`config.mk`:
```
export PLATFORM = sky130hd
export DESIGN_NAME = parallel_cmd_rx
export DESIGN_NICKNAME = d
export VERILOG_FILES = /design/src/rtl/ntr_pkg.sv /design/src/rtl/word_shifter.sv /design/src/rtl/parallel_cmd_rx.sv
export SDC_FILE = /design/constraint.sdc
export NUM_CORES = 1
export LEC_CHECK = 0
export ABC_AREA = 0
export CORE_ASPECT_RATIO = 0.75
export CORE_UTILIZATION = 45
export CTS_CLUSTER_DIAMETER = 50
export DETAILED_ROUTE_END_ITERATION = 16
export PLACE_DENSITY = 0.75
export SLEW_MARGIN = 20
export SYNTH_ARGS = -nofsm -noshare
export SYNTH_HDL_FRONTEND = slang
export SYNTH_SLANG_ARGS = --single-unit
```
`constraint.sdc`:
```
create_clock -name clk -period 3.3 [get_ports clk]
set_clock_uncertainty 0.1 [all_clocks]
set_input_delay 0.66 -clock clk [delete_from_list [all_inputs] [get_ports clk]]
set_output_delay 0.66 -clock clk [all_outputs]
set_load 0.02 [all_outputs]
```
`src/rtl/ntr_pkg.sv`:
```
// Shared definitions for the parallel command receiver.
// FSM encodings and default geometry.
package ntr_pkg;

    localparam int DEF_CMD_BYTES = 8;
    localparam int DEF_BUS_WIDTH = 8;

    typedef enum logic [1:0] {
        S_IDLE    = 2'd0,
        S_CAPTURE = 2'd1,
        S_HOLD    = 2'd2,
        S_DRAIN   = 2'd3
    } state_t;

endpackage

```
`src/rtl/word_shifter.sv`:
```
// Command register: words enter at the LSB end and move up.
// The first word shifted in ends up in the MSBs.
module word_shifter #(
    parameter int WIDTH = 8,
    parameter int DEPTH = 8
) (
    input  logic                   clk,
    input  logic                   rst,
    input  logic                   clear,
    input  logic                   shift,
    input  logic [WIDTH-1:0]       din,
    output logic [WIDTH*DEPTH-1:0] q
);

    logic [WIDTH*DEPTH-1:0] q_shifted;

    generate
        if (DEPTH == 1) begin : g_single
            assign q_shifted = din;
        end else begin : g_multi
            assign q_shifted = {q[WIDTH*(DEPTH-1)-1:0], din};
        end
    endgenerate

    always_ff @(posedge clk) begin
        if (rst || clear) begin
            q <= '0;
        end else if (shift) begin
            q <= q_shifted;
        end
    end

endmodule

```
`src/rtl/parallel_cmd_rx.sv`:
```
// Receives a command as CMD_BYTES words from an asynchronous
// parallel bus (ntr_clk / ntr_cs1 / ntr_data) and holds it until acked.
module parallel_cmd_rx
    import ntr_pkg::*;
#(
    parameter int CMD_BYTES   = DEF_CMD_BYTES,
    parameter int BUS_WIDTH   = DEF_BUS_WIDTH,
    parameter int SAMPLE_RISE = 1,
    parameter int SYNC_STAGES = 2,
    localparam int CW = $clog2(CMD_BYTES + 1)
) (
    input  logic                           clk,
    input  logic                           rst,
    input  logic                           ntr_clk,
    input  logic                           ntr_cs1,
    input  logic [BUS_WIDTH-1:0]           ntr_data,
    input  logic                           cmd_ack,
    output logic [CMD_BYTES*BUS_WIDTH-1:0] command,
    output logic                           cmd_valid,
    output logic [CW-1:0]                  word_count,
    output logic                           busy,
    output logic                           short_err,
    output logic                           overrun
);

    localparam logic          CLK_IDLE = (SAMPLE_RISE != 0) ? 1'b0 : 1'b1;
    localparam logic [CW-1:0] LAST     = CW'(CMD_BYTES - 1);

    logic [SYNC_STAGES-1:0]                clk_sync;
    logic [SYNC_STAGES-1:0]                cs_sync;
    logic [SYNC_STAGES-1:0][BUS_WIDTH-1:0] data_sync;
    logic                                  clk_prev;

    // Clock, select and data share one chain depth so they stay aligned.
    always_ff @(posedge clk) begin
        if (rst) begin
            clk_sync  <= {SYNC_STAGES{CLK_IDLE}};
            cs_sync   <= '1;
            data_sync <= '0;
            clk_prev  <= CLK_IDLE;
        end else begin
            clk_sync  <= {clk_sync[SYNC_STAGES-2:0], ntr_clk};
            cs_sync   <= {cs_sync[SYNC_STAGES-2:0], ntr_cs1};
            data_sync <= {data_sync[SYNC_STAGES-2:0], ntr_data};
            clk_prev  <= clk_sync[SYNC_STAGES-1];
        end
    end

    logic                 clk_now;
    logic                 cs_high;
    logic                 sample;
    logic [BUS_WIDTH-1:0] bus_word;

    assign clk_now  = clk_sync[SYNC_STAGES-1];
    assign cs_high  = cs_sync[SYNC_STAGES-1];
    assign bus_word = data_sync[SYNC_STAGES-1];
    assign sample   = (SAMPLE_RISE != 0) ? (clk_now & ~clk_prev)
                                         : (~clk_now & clk_prev);

    state_t        state, state_n;
    logic [CW-1:0] cnt_n;
    logic          short_n;
    logic          over_n;
    logic          shift;
    logic          clear;

    always_ff @(posedge clk) begin
        if (rst) begin
            state      <= S_IDLE;
            word_count <= '0;
            short_err  <= 1'b0;
            overrun    <= 1'b0;
        end else begin
            state      <= state_n;
            word_count <= cnt_n;
            short_err  <= short_n;
            overrun    <= over_n;
        end
    end

    always_comb begin
        state_n = state;
        cnt_n   = word_count;
        short_n = short_err;
        over_n  = overrun;
        shift   = 1'b0;
        clear   = 1'b0;
        unique case (state)
            S_IDLE: begin
                if (!cs_high) begin
                    state_n = S_CAPTURE;
                    cnt_n   = '0;
                    short_n = 1'b0;
                    over_n  = 1'b0;
                    clear   = 1'b1;
                end
            end
            S_CAPTURE: begin
                // A select rise beats a coincident sample edge.
                if (cs_high) begin
                    state_n = S_IDLE;
                    short_n = 1'b1;
                end else if (sample) begin
                    shift = 1'b1;
                    cnt_n = word_count + 1'b1;
                    if (word_count == LAST) begin
                        state_n = S_HOLD;
                    end
                end
            end
            S_HOLD: begin
                if (sample) begin
                    over_n = 1'b1;
                end
                if (cmd_ack) begin
                    state_n = cs_high ? S_IDLE : S_DRAIN;
                end
            end
            S_DRAIN: begin
                if (sample) begin
                    over_n = 1'b1;
                end
                if (cs_high) begin
                    state_n = S_IDLE;
                end
            end
            default: state_n = S_IDLE;
        endcase
    end

    assign cmd_valid = (state == S_HOLD);
    assign busy      = (state == S_CAPTURE);

    word_shifter #(
        .WIDTH (BUS_WIDTH),
        .DEPTH (CMD_BYTES)
    ) u_shifter (
        .clk   (clk),
        .rst   (rst),
        .clear (clear),
        .shift (shift),
        .din   (bus_word),
        .q     (command)
    );

endmodule

```
### Word-level counts from Yosys, hierarchy flattened

Cells that the tools add are included.

| word-level totals | value |
|---|---|
| output and inout port bits | 72 |
| bits in registers | 93 |
| input port bits | 13 |

| cells by class | value |
|---|---|
| bitwise gates (word level) | 2 |
| muxes and demuxes | 22 |
| equal/unequal tests | 13 |
| add/sub/neg operators | 1 |
| reduce and logical (&&, ||, !) cells | 9 |

Operator list:

| cell | count |
|---|---|
| two-way mux 2 bit | 7 |
| two-way mux 4 bit | 3 |
| two-way mux 1 bit | 8 |
| != test 2 bit, second input constant | 4 |
| case mux 2 bit (4 select lines) | 1 |
| case mux 4 bit (2 select lines) | 1 |
| != test 2 x 1 -> 1 bit, second input constant | 3 |
| != test 3 x 1 -> 1 bit, second input constant | 2 |
| AND reduction 3 bit | 2 |
| AND reduction 5 bit | 1 |
| adder 4 x 1 -> 4 bit, second input constant | 1 |
| equality test 2 bit, second input constant | 2 |
| equality test 4 x 3 -> 1 bit, second input constant | 1 |
| case mux 1 bit (2 select lines) | 2 |
| AND reduction 4 bit | 1 |
| nonzero test 2 bit | 2 |
| equality test 2 x 1 -> 1 bit, second input constant | 1 |
| logical NOT 2 bit | 1 |
| OR reduction 2 bit | 1 |
| AND 1 bit | 1 |
| logical OR 1 bit | 1 |
| NOT 1 bit | 1 |

### Logic depth before layout (Yosys ltp)

Gate-level depths: netlist of run 1.

| depth | value |
|---|---|
| word-level depth | 5 |
| mapped depth | 7 |

### Cells and area by module

A second synthesis of run 1 with hierarchy kept.

| unflattened totals | value |
|---|---|
| cell total of the unflattened synthesis | 302 |
| area total of the unflattened synthesis | 3,315.7 µm² |

Modules (own cells, without submodules):

| module | cells each | area an instance (µm²) | sequential area each (µm²) | times used |
|---|---|---|---|---|
| word_shifter | 207 | 2,348.5 | 1,281.2 | 1 |
| parallel_cmd_rx | 95 | 967.2 | 580.6 | 1 |

### Worst setup path before layout of run 1

Ideal clock, no wire load.

| path | value |
|---|---|
| kind | register -> register |
| start point | reg word_count[0] |
| end point | reg state[0] |
| clock period less this slack | 1,582 ps |
| path slack | 1,718 ps |
| library setup time | 135 ps |
| stages on the path, launching flop included | 6 |
| buffers on the path | 0 |
| arrival | 1,347 ps |
| path through | dfxtp_1 -> ha_1 -> inv_1 -> or4_1 -> nor2_1 -> a2111oi_0 |

| on the way | value |
|---|---|
| cells in the longest elaborated chain, start to end | 3 |

RTL lines:

| item | RTL line | text |
|---|---|---|
| start, declared | parallel_cmd_rx.sv:20 | `output logic [CW-1:0] word_count,` |
| start signal, assigned | parallel_cmd_rx.sv:75 | `word_count <= cnt_n;` |
| equality test 4 x 3 -> 1 bit | parallel_cmd_rx.sv:106 | `if (word_count == LAST) begin` |
| != test 3 x 1 -> 1 bit (no line) | n/a |  |
| AND reduction 5 bit (no line) | n/a |  |
| end signal, assigned | parallel_cmd_rx.sv:74 | `state <= state_n;` |
| end, declared | parallel_cmd_rx.sv:60 | `state_t state, state_n;` |

No other way between the ends.
A chain may end at the register's enable or synchronous reset.

### Final worst setup path of run 1

| path | value |
|---|---|
| start point | reg state[0] |
| end point | out busy |

| on the way | value |
|---|---|
| cells in the longest elaborated chain, start to end | 1 |

RTL lines:

| item | RTL line | text |
|---|---|---|
| equality test 2 x 1 -> 1 bit | parallel_cmd_rx.sv:132 | `assign busy = (state == S_CAPTURE);` |
| end, declared | parallel_cmd_rx.sv:21 | `output logic busy,` |

No other way between the ends.

==> tab_implementation.tex, run 1 <==
\begin{tabular}{lr}
\hline
Metric & Value \\
\hline
\multicolumn{2}{l}{\textbf{Status}} \\
\quad Result of the run & finished, final reports clean \\
\multicolumn{2}{l}{\textbf{Min path}} \\
\quad Start point of the worst min-delay path & cs\_sync[0]\$\_SDFF\_PP1\_ \\
\quad Worst min-delay path class & reg2reg \\
\multicolumn{2}{l}{\textbf{Clock tree}} \\
\quad CTS max path bufs & 2 \\
\quad Insertion delay to the later sink of the worst-skew pair & 0.35 ns \\
\quad Hold-fix buffers, CTS & 0 \\
\quad Cts bufs inserted & 9 \\
\quad Setup repair bufs after CTS & 0 \\
\quad Gates resized, CTS repair & 0 \\
\quad Number of clock sinks seen by CTS & 93 \\
\quad Clock tree from TritonCTS & built \\
\quad Depth of the CTS H-tree & 3 \\
\quad Clock slew at reported path FFs & 0.08 ns \\
\quad Clk root buf & sky130\_fd\_sc\_hd\_\_clkbuf\_8 \\
\multicolumn{2}{l}{\textbf{Floorplan}} \\
\quad Rows & 26 \\
\quad Core Footprint & 0.006897 mm² \\
\quad Die Span X & 100.2 µm \\
\quad Y dimension of the die & $\sim$76 µm \\
\quad Starting Density & 0.4715 \\
\quad I/O pin count & 85 \\
\quad Die area & 0.007574 mm² \\
\multicolumn{2}{l}{\textbf{Finish}} \\
\quad Number of inserted filler cells in the final layout & between 500 and 600 \\
\quad NumNets Final & 456 \\
\quad FF+latch area & between 0.0015 and 0.002 mm² \\
\quad Signed area change from the synthesized netlist to the final layout & 30.40\% \\
\quad Final Instance Area & between 0.004 and 0.005 mm² \\
\quad Multi-input gate area in the final layout & $\sim$0.0012 mm² \\
\quad Antenna Diode Count & 0 \\
\quad Layout cells sized above 1 & 0.04955 \\
\multicolumn{2}{l}{\textbf{Setup path}} \\
\quad Reg2Reg Setup Slack & roughly 1.0 ns \\
\quad R2R Path Start & cs\_sync[1]\$\_SDFF\_PP1\_ \\
\quad Critical path arrival & about 1.8 ns \\
\quad Critical Setup Path Class & reg2out \\
\quad Critical path fanouts, max & 10 \\
\quad Worst Setup Start Kind & flop \\
\quad Kind of end point of the critical path & primary output \\
\quad Launching instance or port of the critical path & state[0]\$\_SDFFE\_PP0P\_ \\
\quad Required time at the worst-slack endpoint & around 2.5 ns \\
\multicolumn{2}{l}{\textbf{Global routing}} \\
\quad Via count of the first global-routing pass & $\sim$2300 \\
\quad First-pass GRT wire length & 10660 µm \\
\quad Pin count of the biggest net entering global routing & 65 \\
\quad Initial antenna violation count & 0 \\
\quad Total global routing overflow & 0 \\
\quad Overall track demand over capacity in global routing & 0.1872 \\
\multicolumn{2}{l}{\textbf{STA}} \\
\quad Final period utilization & 0.7677 \\
\quad RSZ-0062 raised after global routing & no \\
\quad Slew of the pin with the lowest slew margin & 1.041 ns \\
\quad Maximum clock frequency & 0.3947 GHz \\
\quad Final setup vio count & 0 \\
\quad Worst hold slack across all endpoints & between 0.3 and 0.4 ns \\
\quad Number of pins exceeding their max-slew limit in the final report & 0 \\
\quad Worst rel slew slack & 0.3040 \\
\quad Tmin final & about 2.5 ns \\
\quad Number of hold violations in the final report & 0 \\
\quad Setup TNS after final layout & 0 ns \\
\multicolumn{2}{l}{\textbf{Power}} \\
\quad Power per cell area & between 400 and 500 mW/mm² \\
\quad Total power & 1.979 mW \\
\quad Maximum ir drop on the vdd rail & 0.2497 mV \\
\quad LEAKAGE & between 1 and 1.5 nW \\
\multicolumn{2}{l}{\textbf{Route}} \\
\quad Via count & between 2000 and 3000 \\
\quad Vias per cell & 4.740 \\
\quad Routed wire per std cell & 12.65 µm \\
\quad Wire length reported by the detailed router & $\sim$7000 µm \\
\quad Final antenna-violating net count & 0 \\
\quad DRC marker count from the first detailed-route iteration & around 130 \\
\quad First-pass iteration count of the detailed router & 4 \\
\quad Number of remaining DRC errors & 0 \\
\multicolumn{2}{l}{\textbf{Logic synthesis}} \\
\quad Number of standard cells after synthesis & 368 \\
\quad Share of the yosys chip area belonging to registers & 0.5725 \\
\quad Cell accounting for the most synthesized area & sky130\_fd\_sc\_hd\_\_dfxtp\_1 \\
\quad Average cell area after synthesis & 8.837 µm² \\
\quad Flop and latch count out of synthesis & 93 \\
\quad Post-synthesis net count & 382 \\
\quad Netlist cell types & 28 \\
\quad Top area cells in the synthesized netlist & sky130\_fd\_sc\_hd\_\_dfxtp\_1 (57\%), sky130\_fd\_sc\_hd\_\_nand2\_1 (15\%), sky130\_fd\_sc\_hd\_\_a21oi\_1 (10\%) \\
\quad Synth warn & 0 \\
\quad Yosys top cell area share & 0.5725 \\
\quad Cell area after technology mapping & around 0.0033 mm² \\
\multicolumn{2}{l}{\textbf{Placed design}} \\
\quad Post-detail-place hpwl & approximately 4500 µm \\
\quad Placer Congestion & approximately 0.73 \\
\quad Post-placement cell area & 0.004036 mm² \\
\quad Count of input and output buffers & 84 \\
\multicolumn{2}{l}{\textbf{Job}} \\
\quad Max-cap violation count & 0 \\
\hline
\end{tabular}
-- final cells by class --
| class | count | share of cell area |
|---|---|---|
| inverter | 4 | 0.003541 |
| multi-input combinational | 247 | 0.2777 |
| timing repair buffer | 87 | 0.2036 |
| tap | 98 | 0.02892 |
| sequential | 93 | 0.4391 |
| clock buffer | 9 | 0.02921 |
| clock inverter | 4 | 0.01800 |
-- placed cells by master (no fill, tap or decap), types with 3 or more instances in the layout --
master,netlist,routed
sky130_fd_sc_hd__a21oi_1,66,66
sky130_fd_sc_hd__buf_4,3,3
sky130_fd_sc_hd__clkbuf_8,0,9
sky130_fd_sc_hd__clkdlybuf4s50_1,0,84
sky130_fd_sc_hd__dfxtp_1,93,93
sky130_fd_sc_hd__inv_1,4,4
sky130_fd_sc_hd__nand2_1,130,130
sky130_fd_sc_hd__nor2_1,8,8
sky130_fd_sc_hd__nor2b_1,20,20
sky130_fd_sc_hd__xnor2_1,3,3
-- stage by stage --
stage | setup slack, ns | instances | util
final | 0.7665 | 542 | 0.6148
after floorplan | 1.718 | 368 | -
after global routing | 0.6872 | 542 | 0.6148
after detailed placement | 1.009 | 529 | 0.5853
after global placement | 1.042 | 529 | 0.5853
after CTS | 0.7821 | 542 | 0.6143
-- path summary, 6_finish.rpt --
kind                                       end  depth (start not counted)
hold reg to reg          cs_sync[1]$_SDFF_PP1_                          1
setup reg to reg  u_shifter.q[46]$_SDFFE_PP0P_                          4
hold / removal           cs_sync[1]$_SDFF_PP1_                          1
setup / recovery                          busy                          3
-- registers in the layout, indices dropped and copies added (netlist names) --
signal and cells:
overrun 1, bus_word 8, u_shifter.q 64, state 2, clk_sync 2, data_sync 8
short_err 1, cs_sync 2, clk_prev 1, word_count 4
-- routing by layer --
layer	global-route usage	wire length (µm)	part of all wire	vias to the layer above
met5	0	0	0	-
li1	-	-	-	1320
met1	0.2420	3222	0.47	1170
met2	0.2877	3093	0.45	73
met3	0.07523	450	0.066	6
met4	0.06602	93	0.014	0
-- where the power goes --
part           leakage (nW)  switching (mW)  total [mW]  internal (mW)
sequential            0.754         0.00558        1.14           1.13
combinational         0.545          0.0307      0.0578         0.0271
clock                0.0972           0.366       0.781          0.415
-- synthesized netlist by cell type (all sizes together) --
cell     number
mux2i         1
ha            1
o21ai         2
a2bb2oi       1
or4           1
or3           1
o21bai        1
clkbuf        5
dfxtp        93
a21oi        66
a2111oi       1
or2           3
nand2b        2
and2          1
buf          19
nand3         1
xnor2         3
o32ai         1
inv           4
nor2          8
a211oi        2
nand2       130
nor2b        20
nor3          1
-- cell families after synthesis --
family | Yosys count | share of synthesized area
fa+ha+maj | 1 | 0.003847
compound gates | 74 | 0.1231
buf+inv | 28 | 0.06695
xor+xnor | 3 | 0.008082
simple gates | 168 | 0.2224
mux | 1 | 0.003078
flops | 93 | 0.5725
-- critical path: stages, from the launching register on --
cell,delay [ns]
sky130_fd_sc_hd__dfxtp_1,0.63
sky130_fd_sc_hd__nand2b_4,0.11
sky130_fd_sc_hd__inv_1,0.08
sky130_fd_sc_hd__clkdlybuf4s50_1,0.60
Power figures use the tool's default switching activity.
==> run 2: changes to the inputs <==
==> constraint.sdc (replaced) <==
create_clock -name clk -period 2.5 [get_ports clk]
set_clock_uncertainty 0.1 [all_clocks]
set_input_delay 0.5 -clock clk [delete_from_list [all_inputs] [get_ports clk]]
set_output_delay 0.5 -clock clk [all_outputs]
set_load 0.02 [all_outputs]
==> tab_implementation.tex, run 2 (synthesized netlist as in run 1, its figures left out) <==
\begin{tabular}{lr}
\hline
Metric & Value \\
\hline
\multicolumn{2}{l}{\textbf{Status}} \\
\quad Result of the run & finished, final reports clean (unchanged) \\
\multicolumn{2}{l}{\textbf{Setup path}} \\
\quad Family with the most delay on the worst path & buffers and inverters (unchanged) \\
\quad Critical Setup Path Class & reg2out (unchanged) \\
\quad Critical path arrival & 1.73 ns (was 1.77 ns) \\
\quad Required time at the worst-slack endpoint & 1.90 ns (was 2.54 ns) \\
\quad Number of buffer and inverter instances along the worst setup path & 2 (unchanged) \\
\quad Worst-path cell chain & nand2b\_4, inv\_1, clkdlybuf4s50\_1 (unchanged) \\
\quad Worst Setup Start Kind & flop (unchanged) \\
\quad Critical path fanouts, max & 10 (unchanged) \\
\quad Library cell contributing the largest single delay on the critical path & sky130\_fd\_sc\_hd\_\_dfxtp\_1 (unchanged) \\
\quad Delay of the slowest critical-path stage & 0.60 ns (was 0.63 ns) \\
\quad Kind of end point of the critical path & primary output (unchanged) \\
\multicolumn{2}{l}{\textbf{Clock tree}} \\
\quad Depth of the CTS H-tree & 3 (unchanged) \\
\quad CTS max path bufs & 2 (unchanged) \\
\quad Clock slew at reported path FFs & 0.09 ns (was 0.08 ns) \\
\quad Clk root buf & sky130\_fd\_sc\_hd\_\_clkbuf\_8 (unchanged) \\
\quad Cts bufs inserted & 9 (unchanged) \\
\quad Hold-fix buffers, CTS & 0 (unchanged) \\
\quad Gates resized, CTS repair & 0 (unchanged) \\
\quad Setup repair bufs after CTS & 0 (unchanged) \\
\quad Insertion delay to the later sink of the worst-skew pair & 0.35 ns (about the same) \\
\quad Number of clock sinks seen by CTS & 93 (unchanged) \\
\quad Clock tree from TritonCTS & built (unchanged) \\
\multicolumn{2}{l}{\textbf{STA}} \\
\quad Final setup vio count & 0 (unchanged) \\
\quad Worst rel slew slack & 0.5778 (was 0.3040) \\
\quad Final period utilization & 0.9314 \\
\quad Maximum clock frequency & 0.4295 GHz \\
\quad Setup TNS after final layout & 0 ns (unchanged) \\
\quad RSZ-0062 raised after global routing & no (unchanged) \\
\quad Slew of the pin with the lowest slew margin & 0.6316 ns (was 1.041 ns) \\
\quad Number of pins exceeding their max-slew limit in the final report & 0 (unchanged) \\
\quad Number of hold violations in the final report & 0 (unchanged) \\
\quad Tmin final & 2.329 ns \\
\multicolumn{2}{l}{\textbf{Route}} \\
\quad DR WL met3 & 380 µm (was 450 µm) \\
\quad Final antenna-violating net count & 0 (unchanged) \\
\quad Vias per cell & 4.733 (was 4.740) \\
\quad Routed wire per std cell & 12.61 µm (was 12.65 µm) \\
\quad Wire length the detailed router placed on met1 & 3313 µm (was 3222 µm) \\
\quad First-pass iteration count of the detailed router & 4 (unchanged) \\
\quad Wire length reported by the detailed router & 6887 µm (was 6859 µm) \\
\quad Number of remaining DRC errors & 0 (unchanged) \\
\quad Met2 routed wirelength & 3120 µm (was 3093 µm) \\
\quad DRC marker count from the first detailed-route iteration & 223 (was 133) \\
\quad Top sig layer & met4 (unchanged) \\
\quad Via count & 2584 (was 2569) \\
\multicolumn{2}{l}{\textbf{Finish}} \\
\quad Leading cell type in the layout, fill and taps excluded & sky130\_fd\_sc\_hd\_\_nand2\_1 (unchanged) \\
\quad Highest-count cells in the layout ignoring fill and taps & sky130\_fd\_sc\_hd\_\_nand2\_1 (130), sky130\_fd\_sc\_hd\_\_dfxtp\_1 (93), sky130\_fd\_sc\_hd\_\_clkdlybuf4s50\_1 (84), sky130\_fd\_sc\_hd\_\_a21oi\_1 (66), sky130\_fd\_sc\_hd\_\_nor2b\_1 (20) (unchanged) \\
\quad NumNets Final & 457 (was 456) \\
\quad Layout cells sized above 1 & 0.05580 (was 0.04955) \\
\quad Number of flip-flops under the largest register name & 64 (unchanged) \\
\quad Number of inserted filler cells in the final layout & 624 (was 598) \\
\quad Post-Route Utilization & 0.6156 (was 0.6148) \\
\quad Antenna Diode Count & 0 (unchanged) \\
\quad FF+latch area & 0.001862 mm² (unchanged) \\
\quad Multi-input gate area in the final layout & 0.001174 mm² (was 0.001177 mm²) \\
\quad Reg with most FFs & u\_shifter.q (unchanged) \\
\quad Signed area change from the synthesized netlist to the final layout & 30.55\% (was 30.40\%) \\
\multicolumn{2}{l}{\textbf{Floorplan}} \\
\quad I/O pin count & 85 (unchanged) \\
\quad Y dimension of the die & 75.62 µm (unchanged) \\
\quad Core Footprint & 0.006897 mm² (unchanged) \\
\quad Die area & 0.007574 mm² (unchanged) \\
\quad Rows & 26 (unchanged) \\
\quad Die Span X & 100.2 µm (unchanged) \\
\quad Starting Density & 0.4715 (unchanged) \\
\multicolumn{2}{l}{\textbf{Global routing}} \\
\quad Pin count of the biggest net entering global routing & 65 (unchanged) \\
\quad Total global routing overflow & 0 (unchanged) \\
\quad Via count of the first global-routing pass & 2211 (was 2259) \\
\quad First-pass GRT wire length & 10740 µm (was 10660 µm) \\
\quad Overall track demand over capacity in global routing & 0.1875 (was 0.1872) \\
\quad Initial antenna violation count & 0 (unchanged) \\
\multicolumn{2}{l}{\textbf{Placed design}} \\
\quad Post-detail-place hpwl & 4676 µm (was 4515 µm) \\
\quad Placer Congestion & 0.7836 (was 0.7326) \\
\quad Count of input and output buffers & 84 (unchanged) \\
\multicolumn{2}{l}{\textbf{Power}} \\
\quad Maximum ir drop on the vdd rail & 0.3718 mV (was 0.2497 mV) \\
\quad LEAKAGE & 1.398 nW (was 1.396 nW) \\
\quad Power per cell area & 584.5 mW/mm² (was 466.7 mW/mm²) \\
\multicolumn{2}{l}{\textbf{Min path}} \\
\quad Worst min-delay path class & reg2reg (unchanged) \\
\multicolumn{2}{l}{\textbf{Job}} \\
\quad Max-cap violation count & 0 (unchanged) \\
\hline
\end{tabular}
[run 2: cell types whose count changed in the layout (fill, tap and decap cells not counted)]
cell and delta:
sky130_fd_sc_hd__or3_4 -1, sky130_fd_sc_hd__buf_4 -1, sky130_fd_sc_hd__buf_12 +2, sky130_fd_sc_hd__clkbuf_1 +1
sky130_fd_sc_hd__clkinv_2 +2, sky130_fd_sc_hd__clkbuf_8 +1, sky130_fd_sc_hd__or3_2 +1, sky130_fd_sc_hd__inv_6 +1
sky130_fd_sc_hd__bufinv_16 -2
[run 2: power breakdown]
group	internal (mW)	switching, mW
logic	0.0386	0.0415
registers	1.50	0.00745
clock network	0.391	0.506
total	1.93	0.555
[run 2: worst paths after layout]
check,end,cells after the start,slack [ns],start
min,cs_sync[1]$_SDFF_PP1_,1,0.32,cs_sync[0]$_SDFF_PP1_
min reg2reg,cs_sync[1]$_SDFF_PP1_,1,0.32,cs_sync[0]$_SDFF_PP1_
max,busy,3,0.17,state[0]$_SDFFE_PP0P_
max reg2reg,u_shifter.q[36]$_SDFFE_PP0P_,5,0.54,state[0]$_SDFFE_PP0P_
[run 2: layout make-up]
type,instances,share of cell area
Sequential cell,93,0.4386
Multi-Input combinational cell,247,0.2765
Timing Repair Buffer,88,0.2110
Clock buffer,11,0.03330
Tap cell,98,0.02888
Clock inverter,5,0.008252
Inverter,4,0.003537
[run 2: metrics by stage]
stage	setup slack, ns	hold WS [ns]	cells	power (mW)	cell area, µm²
2_1_floorplan	0.9183	0.2895	368	1.587	3252
3_3_place_gp	0.5730	0.2965	530	1.618	4069
6_report	0.1715	0.3224	546	2.481	4245
5_1_grt	0.1022	0.3463	546	2.579	4245
4_1_cts	0.1614	0.3257	546	2.500	4245
3_5_place_dp	0.5506	0.3033	530	1.620	4069
[run 2: layer usage]
| metal | vias to the layer above | global-route usage |
|---|---|---|
| met5 | - | 0 |
| met4 | 0 | 0.05797 |
| met3 | 10 | 0.06147 |
| met2 | 69 | 0.2808 |
| met1 | 1181 | 0.2592 |
| li1 | 1324 | - |
